[config.mk]
export PLATFORM = sky130hd
export DESIGN_NAME = mem_bank_arbiter
export DESIGN_NICKNAME = d
export VERILOG_FILES = /design/src/rtl/mem_bank_arbiter_pkg.sv /design/src/rtl/mem_bank_rr_arb.sv /design/src/rtl/mem_bank_arbiter.sv
export SDC_FILE = /design/constraint.sdc
export NUM_CORES = 1
export LEC_CHECK = 0
export ABC_AREA = 1
export CAP_MARGIN = 30
export CORE_AREA = 2 2 653 655
export DETAILED_ROUTE_END_ITERATION = 10
export DIE_AREA = 0 0 655 657
export GPL_TIMING_DRIVEN = 0
export HOLD_SLACK_MARGIN = 0.15
export PLACE_DENSITY = 0.3
export SLEW_MARGIN = 20
export SYNTH_ARGS = -nofsm -noshare
export SYNTH_HDL_FRONTEND = slang
export SYNTH_SLANG_ARGS = --single-unit
[constraint.sdc]
create_clock -name clk_i -period 2.71 [get_ports clk_i]
set_input_delay 0.542 -clock clk_i [delete_from_list [all_inputs] [get_ports clk_i]]
set_output_delay 0.542 -clock clk_i [all_outputs]
set_load 0.005 [all_outputs]
[src/rtl/mem_bank_arbiter_pkg.sv]
// Shared helpers for the memory-bank arbiter slice.
package mem_bank_arbiter_pkg;

    // Index width that stays legal (>= 1 bit) even for a single requester.
    function automatic int unsigned idx_width(int unsigned n);
        return (n > 1) ? $clog2(n) : 1;
    endfunction

endpackage

[src/rtl/mem_bank_rr_arb.sv]
// Round-robin arbiter: one-hot grant, search starts after the last granted port.
module mem_bank_rr_arb
    import mem_bank_arbiter_pkg::*;
#(
    parameter int unsigned NumPorts = 2
) (
    input  logic                clk_i,
    input  logic                rst_ni,
    input  logic [NumPorts-1:0] req_i,
    input  logic                en_i,
    output logic [NumPorts-1:0] gnt_o
);

    localparam int unsigned IdxW = idx_width(NumPorts);
    localparam logic [IdxW-1:0] LastRst = IdxW'(NumPorts - 1);

    logic [IdxW-1:0] last_q, last_d;
    logic [IdxW-1:0] pick;
    int unsigned     idx;
    logic            found;

    always_comb begin
        gnt_o  = '0;
        last_d = last_q;
        pick   = '0;
        idx    = 0;
        found  = 1'b0;
        if (en_i) begin
            for (int unsigned off = 1; off <= NumPorts; off++) begin
                idx = int'(last_q) + off;
                if (idx >= NumPorts) idx = idx - NumPorts;
                pick = IdxW'(idx);
                if (!found && req_i[pick]) begin
                    gnt_o[pick] = 1'b1;
                    last_d      = pick;
                    found       = 1'b1;
                end
            end
        end
    end

    always_ff @(posedge clk_i) begin
        if (!rst_ni) last_q <= LastRst;
        else         last_q <= last_d;
    end

endmodule

[src/rtl/mem_bank_arbiter.sv]
// Shares one latency-1 SRAM macro between NumPorts req/gnt requesters; zero-fills
// the macro after reset or clear_i before any requester is granted.
module mem_bank_arbiter
    import mem_bank_arbiter_pkg::*;
#(
    parameter  int unsigned NumPorts  = 2,
    parameter  int unsigned NumWords  = 512,
    parameter  int unsigned DataWidth = 256,
    localparam int unsigned AW        = $clog2(NumWords),
    localparam int unsigned BW        = DataWidth / 8
) (
    input  logic                               clk_i,
    input  logic                               rst_ni,
    input  logic                               clear_i,
    output logic                               busy_o,
    input  logic [NumPorts-1:0]                req_i,
    output logic [NumPorts-1:0]                gnt_o,
    input  logic [NumPorts-1:0][AW-1:0]        addr_i,
    input  logic [NumPorts-1:0]                we_i,
    input  logic [NumPorts-1:0][DataWidth-1:0] wdata_i,
    input  logic [NumPorts-1:0][BW-1:0]        be_i,
    output logic [NumPorts-1:0]                rvalid_o,
    output logic [NumPorts-1:0][DataWidth-1:0] rdata_o,
    output logic                               sram_req_o,
    output logic                               sram_we_o,
    output logic [AW-1:0]                      sram_addr_o,
    output logic [DataWidth-1:0]               sram_wdata_o,
    output logic [BW-1:0]                      sram_be_o,
    input  logic [DataWidth-1:0]               sram_rdata_i
);

    typedef enum logic {
        StInit,
        StRun
    } state_e;

    state_e              state_q, state_d;
    logic [AW-1:0]       init_cnt_q, init_cnt_d;
    logic [NumPorts-1:0] rvalid_q, rvalid_d;
    logic [NumPorts-1:0] arb_gnt;
    logic                arb_en;

    // Gating the arbiter with rst_ni keeps gnt_o and last_q updates quiet in reset.
    assign arb_en = rst_ni && (state_q == StRun);

    mem_bank_rr_arb #(
        .NumPorts(NumPorts)
    ) u_arb (
        .clk_i (clk_i),
        .rst_ni(rst_ni),
        .req_i (req_i),
        .en_i  (arb_en),
        .gnt_o (arb_gnt)
    );

    assign gnt_o    = arb_gnt;
    assign rvalid_o = rvalid_q & {NumPorts{rst_ni}};
    assign rdata_o  = {NumPorts{sram_rdata_i}};

    always_comb begin
        state_d      = state_q;
        init_cnt_d   = init_cnt_q;
        rvalid_d     = arb_gnt;
        busy_o       = 1'b1;
        sram_req_o   = 1'b0;
        sram_we_o    = 1'b0;
        sram_addr_o  = '0;
        sram_wdata_o = '0;
        sram_be_o    = '0;
        unique case (state_q)
            StInit: begin
                sram_req_o  = 1'b1;
                sram_we_o   = 1'b1;
                sram_addr_o = init_cnt_q;
                sram_be_o   = '1;
                if (clear_i) begin
                    init_cnt_d = '0;
                end else if (init_cnt_q == AW'(NumWords - 1)) begin
                    state_d    = StRun;
                    init_cnt_d = '0;
                end else begin
                    init_cnt_d = init_cnt_q + AW'(1);
                end
            end
            StRun: begin
                busy_o     = 1'b0;
                sram_req_o = |req_i;
                for (int unsigned p = 0; p < NumPorts; p++) begin
                    if (arb_gnt[p]) begin
                        sram_we_o    = we_i[p];
                        sram_addr_o  = addr_i[p];
                        sram_wdata_o = wdata_i[p];
                        sram_be_o    = be_i[p];
                    end
                end
                if (clear_i) begin
                    state_d    = StInit;
                    init_cnt_d = '0;
                end
            end
            default: state_d = StInit;
        endcase
        if (!rst_ni) begin
            sram_req_o = 1'b0;
            busy_o     = 1'b1;
        end
    end

    always_ff @(posedge clk_i) begin
        if (!rst_ni) begin
            state_q    <= StInit;
            init_cnt_q <= '0;
            rvalid_q   <= '0;
        end else begin
            state_q    <= state_d;
            init_cnt_q <= init_cnt_d;
            rvalid_q   <= rvalid_d;
        end
    end

endmodule

[Word level (Yosys, flattened, before mapping)]
Cells that the tools add are included.
Storage, ports and cells
  register bits after elaboration: 13
  input bits: 857
  output and inout port bits: 816
  logic and storage cells: 72
Operators by class
  add/sub/neg operators: 5
  magnitude comparators: 6
  equal/unequal tests: 2
  mux-type cells: 44
  bitwise operators: 3
  reduce and logical (&&, ||, !) cells: 8
Operator list (number)
  256-bit two-way mux: 3
  32-bit two-way mux: 2
  32-bit one-hot mux with 2 select lines: 1
  9-bit two-way mux: 5
  9-bit one-hot mux with 2 select lines: 2
  1-bit two-way mux: 22
  9-bit by 1-bit adder with 9-bit output, second input constant: 1
  9-bit equality test, second input constant: 1
  2-bit two-way mux: 4
  1-bit one-hot mux with 2 select lines: 3
  1-bit logical AND: 4
  1-bit by 2-bit < comparator with 1-bit output, second input constant: 2
  1-bit by 2-bit adder with 3-bit output, second input constant: 1
  3-bit by 2-bit greater-or-equal comparator with 1-bit output, second input constant: 1
  1-bit by 1-bit adder with 2-bit output, second input constant: 1
  2-bit AND: 1
  1-bit demux with 1-bit select: 2
  1-bit greater-or-equal comparator, second input constant: 2
  2-bit greater-or-equal comparator, second input constant: 1
  2-bit inequality test, second input constant: 1
  2-bit OR: 1
  2-bit AND reduction: 1
  2-bit nonzero test: 1
  2-bit OR reduction: 1
  other kinds (3): 4

[Longest topological paths before layout]
  depth after elaboration: 16
  gate-level depth with buffers: 11
  depth with buffers taken out: 11

[Modules after synthesis]
From an unflattened synthesis, not the netlist that was laid out.
Second synthesis, totals
  cell total of the unflattened synthesis: 1584
  area, all modules: 8819.7 um^2
By module, submodules not included
  mem_bank_arbiter: times used 1, cells an instance 1575, area an instance 8764.7 um^2, seq. area each 240.2 um^2
  mem_bank_rr_arb: times used 1, cells an instance 9, area an instance 55.1 um^2, seq. area each 20.0 um^2

[Worst setup path after synthesis]
Ideal clock, no wire load.
  kind: in2out
  from: input rst_ni
  to: output sram_wdata_o[100]
  arrival: 1.360 ns
  data required time: 2.168 ns
  path slack: 0.808 ns
  cell stages on the path: 7
  path buffers: 3
  path through: nand2_2 nor3b_2 buf_4 buf_4 buf_2 nand2_1 nand2_1
On the way
  word-level cells in the longest chain between the ends: 5
RTL lines
  from (decl): line mem_bank_arbiter.sv:13  | input logic rst_ni,
  1-bit logical AND *: line mem_bank_arbiter.sv:44  | assign arb_en = rst_ni && (state_q == StRun);
  2-bit two-way mux *: line mem_bank_rr_arb.sv:28  | if (en_i) begin
  256-bit two-way mux: line mem_bank_arbiter.sv:89  | if (arb_gnt[p]) begin
  256-bit two-way mux *: line mem_bank_arbiter.sv:89
  256-bit two-way mux *: line mem_bank_arbiter.sv:70  | unique case (state_q)
  to (decl): line mem_bank_arbiter.sv:27  | output logic [DataWidth-1:0] sram_wdata_o,
Every way passes the cells marked *; elsewhere a longest branch is shown, timed or not.

[Worst setup path after layout]
  from: input req_i[1]
  to: output sram_wdata_o[241]
On the way
  word-level cells in the longest chain between the ends: 11
  elaborated cells on any way between the ends: 16
  those cells by class: mux (13); bitwise (1); reduce/logical (2)
RTL lines
  from (decl): line mem_bank_arbiter.sv:16  | input logic [NumPorts-1:0] req_i,
  1-bit two-way mux (not written as such) (2 in series): line mem_bank_rr_arb.sv:33  | if (!found && req_i[pick]) begin
  1-bit two-way mux: line mem_bank_rr_arb.sv:33
  1-bit two-way mux: line mem_bank_rr_arb.sv:28
  1-bit logical NOT: line mem_bank_rr_arb.sv:33
  1-bit logical AND: line mem_bank_rr_arb.sv:33
  2-bit two-way mux *: line mem_bank_rr_arb.sv:33
  2-bit two-way mux *: line mem_bank_rr_arb.sv:28
  256-bit two-way mux: line mem_bank_arbiter.sv:89
  256-bit two-way mux *: line mem_bank_arbiter.sv:89
  256-bit two-way mux *: line mem_bank_arbiter.sv:70
Every way passes the cells marked *; elsewhere a longest branch is shown, timed or not. The select of a mux whose other input is x is not followed.

==> flow_summary.ini <==
[cells_and_area]
syn2layout_area_growth_pct = 342
non_filler_instances = 8849
multi_input_comb_area_mm2 = 0.00657
finish.utilization_pct = 8.71
finish.instance_area_mm2 = 0.0368
num-nets-final = 4017
share_of_layout_cells_above_drive_strength_1_pct = 47.9
final_common_cell = sky130_fd_sc_hd__clkdlybuf4s50_1
final-seq-area_um2 = 262
fillCellCount = 49496
layout_common_cells = sky130_fd_sc_hd__clkdlybuf4s50_1 (1,116), sky130_fd_sc_hd__buf_4 (566), sky130_fd_sc_hd__nand2_1 (442)

[timing]
timing_worst_slew_pin_value_ns = 0.818
final.min_clock_period_ns = 2.94
final.setup_skew_ns = 0.0251
worst_case_setup_margin_in_the_final_layout_ns = -0.233
timing_hold_violations_final = 0
setup-tns-final_ns = -16.79
worst_slew_margin_rel_pct = 45.3
finalSetupViolations = 242
rsz0062_at_grt = yes
max_freq_mhz = 340
slew_viol_final = 0
layout_worst_path_cycle_share_pct = 109

[floorplan]
rows = 239
die_area_mm2 = 0.430
starting_density_of_the_core_pct = 1.97
die_y_um = 657
core_area_mm2 = 0.423
num_io_pins = 1673
die_extent_in_x_um = 655

[routing]
routed_wire_length_per_instance_um = 31.2
vias = 16768
detail_route.wirelength_mm = 276
drt_iter0_drc = 731
drcViolationCount = 0
drt_pre_antenna_iters = 7
post_drt_via_cell_ratio = 1.89
antenna_left = 0

[clock_tree]
clock_latency_ns = 0.30
cts_buffer_depth = 2
cts_tree = built
numCtsBuffers = 3
clock-root-buffer = sky130_fd_sc_hd__clkbuf_16
postCtsHoldBufs = 0
htree_levels = 1
tritoncts_num_sinks = 13
clkSlewWorstSetupHoldPaths_ns = 0.06

[synthesis]
yosys.area_share.adder_pct = 0.300
synth_top_family_by_area = buffers and inverters
mappedNetlistNets = 2446
ys_types = 17
yosys_warnings = 0
multiplexer_fraction_of_the_synthesized_cell_area_pct = 0
netlist_area_mm2 = 0.00833
synth-xor-area-share_pct = 0
yosys.area_share.simple_pct = 43.8
synth_register_bits = 13
post_synth.cell_area_avg_um2 = 5.25
cell_count_after_synthesis = 1587
post_synthesis_compound_gate_area_fraction_pct = 1.07
register_area_share_after_synthesis_pct = 3.12

[power_and_ir_drop]
vdd_drop_max_v = 0.000220
report.power.total_mw = 3.14
power-per-cell-area_mw_per_mm2 = 85.4
leakage_nw = 14.5

[critical_path]
cpMostUsedCell = sky130_fd_sc_hd__nand2_1
r2r.worst_path.cells = 11
critical_path.slowest_cell = sky130_fd_sc_hd__clkdlybuf4s50_1
critPathCaptureType = output port
crit_required_ns = 2.17
path_buf_inv = 6
worstPathArrival_ns = 2.40
worstSetupPathDepth = 10
worst_r2r_endpoint = init_cnt_q[4]
critical_path.cell_chain = clkdlybuf4s15_2 -> inv_1 -> a21oi_2 -> nand2_2 -> clkinvlp_4 -> buf_8 -> buf_4 -> nand2_1 -> nand2_1 -> clkdlybuf4s50_1
reg2reg_slack_ns = 0.88
timing.rr.start = init_cnt_q[0]
crit_path_max_incr_delay_ns = 0.62
critPathTopFamily = buffers and inverters
startpoint_type = input port
cp_max_fo = 10
crit_type = input port to output port

[grt]
grt_max_degree = 11
grt_remaining_overflow = 0
grt.total_usage_pct = 12.1
first_global_vias = 16870
grt_antenna_before_repair = 126
grt_pass1_wl_mm = 306

[run_status]
failing_checks = setup timing
outcome = finished, violations left

[flow_run]
max-cap-violations = 0

[min_path]
worst_hold_path.num_cells = 2
hp-class = flip-flop to flip-flop
min-delay-start = init_cnt_q[4]
hold-path-endpoint = init_cnt_q[4]

[placement]
hpwl_mm = 254
gpl.final_weighted_congestion = 0.930
place_inst = 8695
dpl-instance-area_mm2 = 0.0302
port-buffer-count = 1416
kinds of logic after synthesis:
kind of cell	count (synthesis)
flops	13
buf+inv	602
fa+ha+maj	2
simple gates	953
compound gates	17
cell usage after synthesis:
cell type / n / share of area (%)
sky130_fd_sc_hd__nand2_1: 892 / 40
sky130_fd_sc_hd__buf_4: 529 / 48
sky130_fd_sc_hd__buf_2: 50 / 3.0
sky130_fd_sc_hd__nand3_1: 47 / 2.8
sky130_fd_sc_hd__inv_1: 18 / 0.81
sky130_fd_sc_hd__dfxtp_1: 13 / 3.1
sky130_fd_sc_hd__nor2_1: 10 / 0.45
sky130_fd_sc_hd__a21oi_1: 9 / 0.54
sky130_fd_sc_hd__o21ai_0: 6 / 0.36
sky130_fd_sc_hd__clkbuf_1: 5 / 0.23
sky130_fd_sc_hd__ha_1: 2 / 0.30
sky130_fd_sc_hd__a31oi_1: 1 / 0.075
sky130_fd_sc_hd__nand2_2: 1 / 0.075
sky130_fd_sc_hd__nor3_1: 1 / 0.060
sky130_fd_sc_hd__nor3b_1: 1 / 0.090
sky130_fd_sc_hd__nor3b_2: 1 / 0.15
sky130_fd_sc_hd__o211ai_1: 1 / 0.090
state kept, by name, indices dropped and copies added, names as in the netlist:
name	flops
rvalid_q	2
state_q	1
init_cnt_q	9
u_arb.last_q	1
worst min-delay path, stage by stage (launching register included):
cell                      delay (ns)
sky130_fd_sc_hd__dfxtp_1        0.33
sky130_fd_sc_hd__nand2_1        0.07
sky130_fd_sc_hd__a21oi_1        0.06
worst max path at each step:
stage,startpoint,end,slack [ns]
after floorplan,rst_ni,sram_wdata_o[100],0.81
after global placement,rst_ni,sram_wdata_o[124],-2.47
after detailed placement,rst_ni,sram_wdata_o[124],-2.50
after CTS,state_q,sram_wdata_o[104],-0.34
after global routing,state_q,sram_wdata_o[148],-0.30
final,req_i[1],sram_wdata_o[241],-0.23
per-stage QoR:
stage | hold slack [ns] | setup WS [ns]
after floorplan | 0.458 | 0.808
after global placement | 0.494 | -2.47
after detailed placement | 0.490 | -2.50
after CTS | 0.500 | -0.337
after global routing | 0.531 | -0.305
final | 0.501 | -0.233
report_power, final:
group	total, mW	internal [mW]	switching (mW)
combinational	2.57	1.87	0.708
clock	0.376	0.201	0.175
sequential	0.194	0.192	0.00197
total	3.14	2.26	0.885
cell type report:
cell class | instances | area share [%]
repair buffers | 1579 | 48.5
well taps | 5663 | 19.2
multi-input cells | 972 | 17.8
plain buffers | 571 | 13.1
flip-flops and latches | 13 | 0.710
clock buffers | 3 | 0.204
diodes | 29 | 0.197
inverters | 18 | 0.194
clock inverters | 1 | 0.0136
what timing repair did:
item,in CTS,in global routing
setup endpoints to repair,302,296
cloned,14,17
resized for setup,1882,935
buffers inserted,80,62
pin swaps,48,89
endpoints found under the hold margin,0,0
metal layers:
metal / vias to the layer above / track usage, % / part of all wire (%)
met3: 253 / 8.30 / 16
met2: 1176 / 18.6 / 42
met5: - / 0 / 0.33
met4: 90 / 2.54 / 2.9
met1: 7807 / 13.6 / 39
li1: 7442 / - / -
No activity file was read; power rests on OpenSTA's default activity.
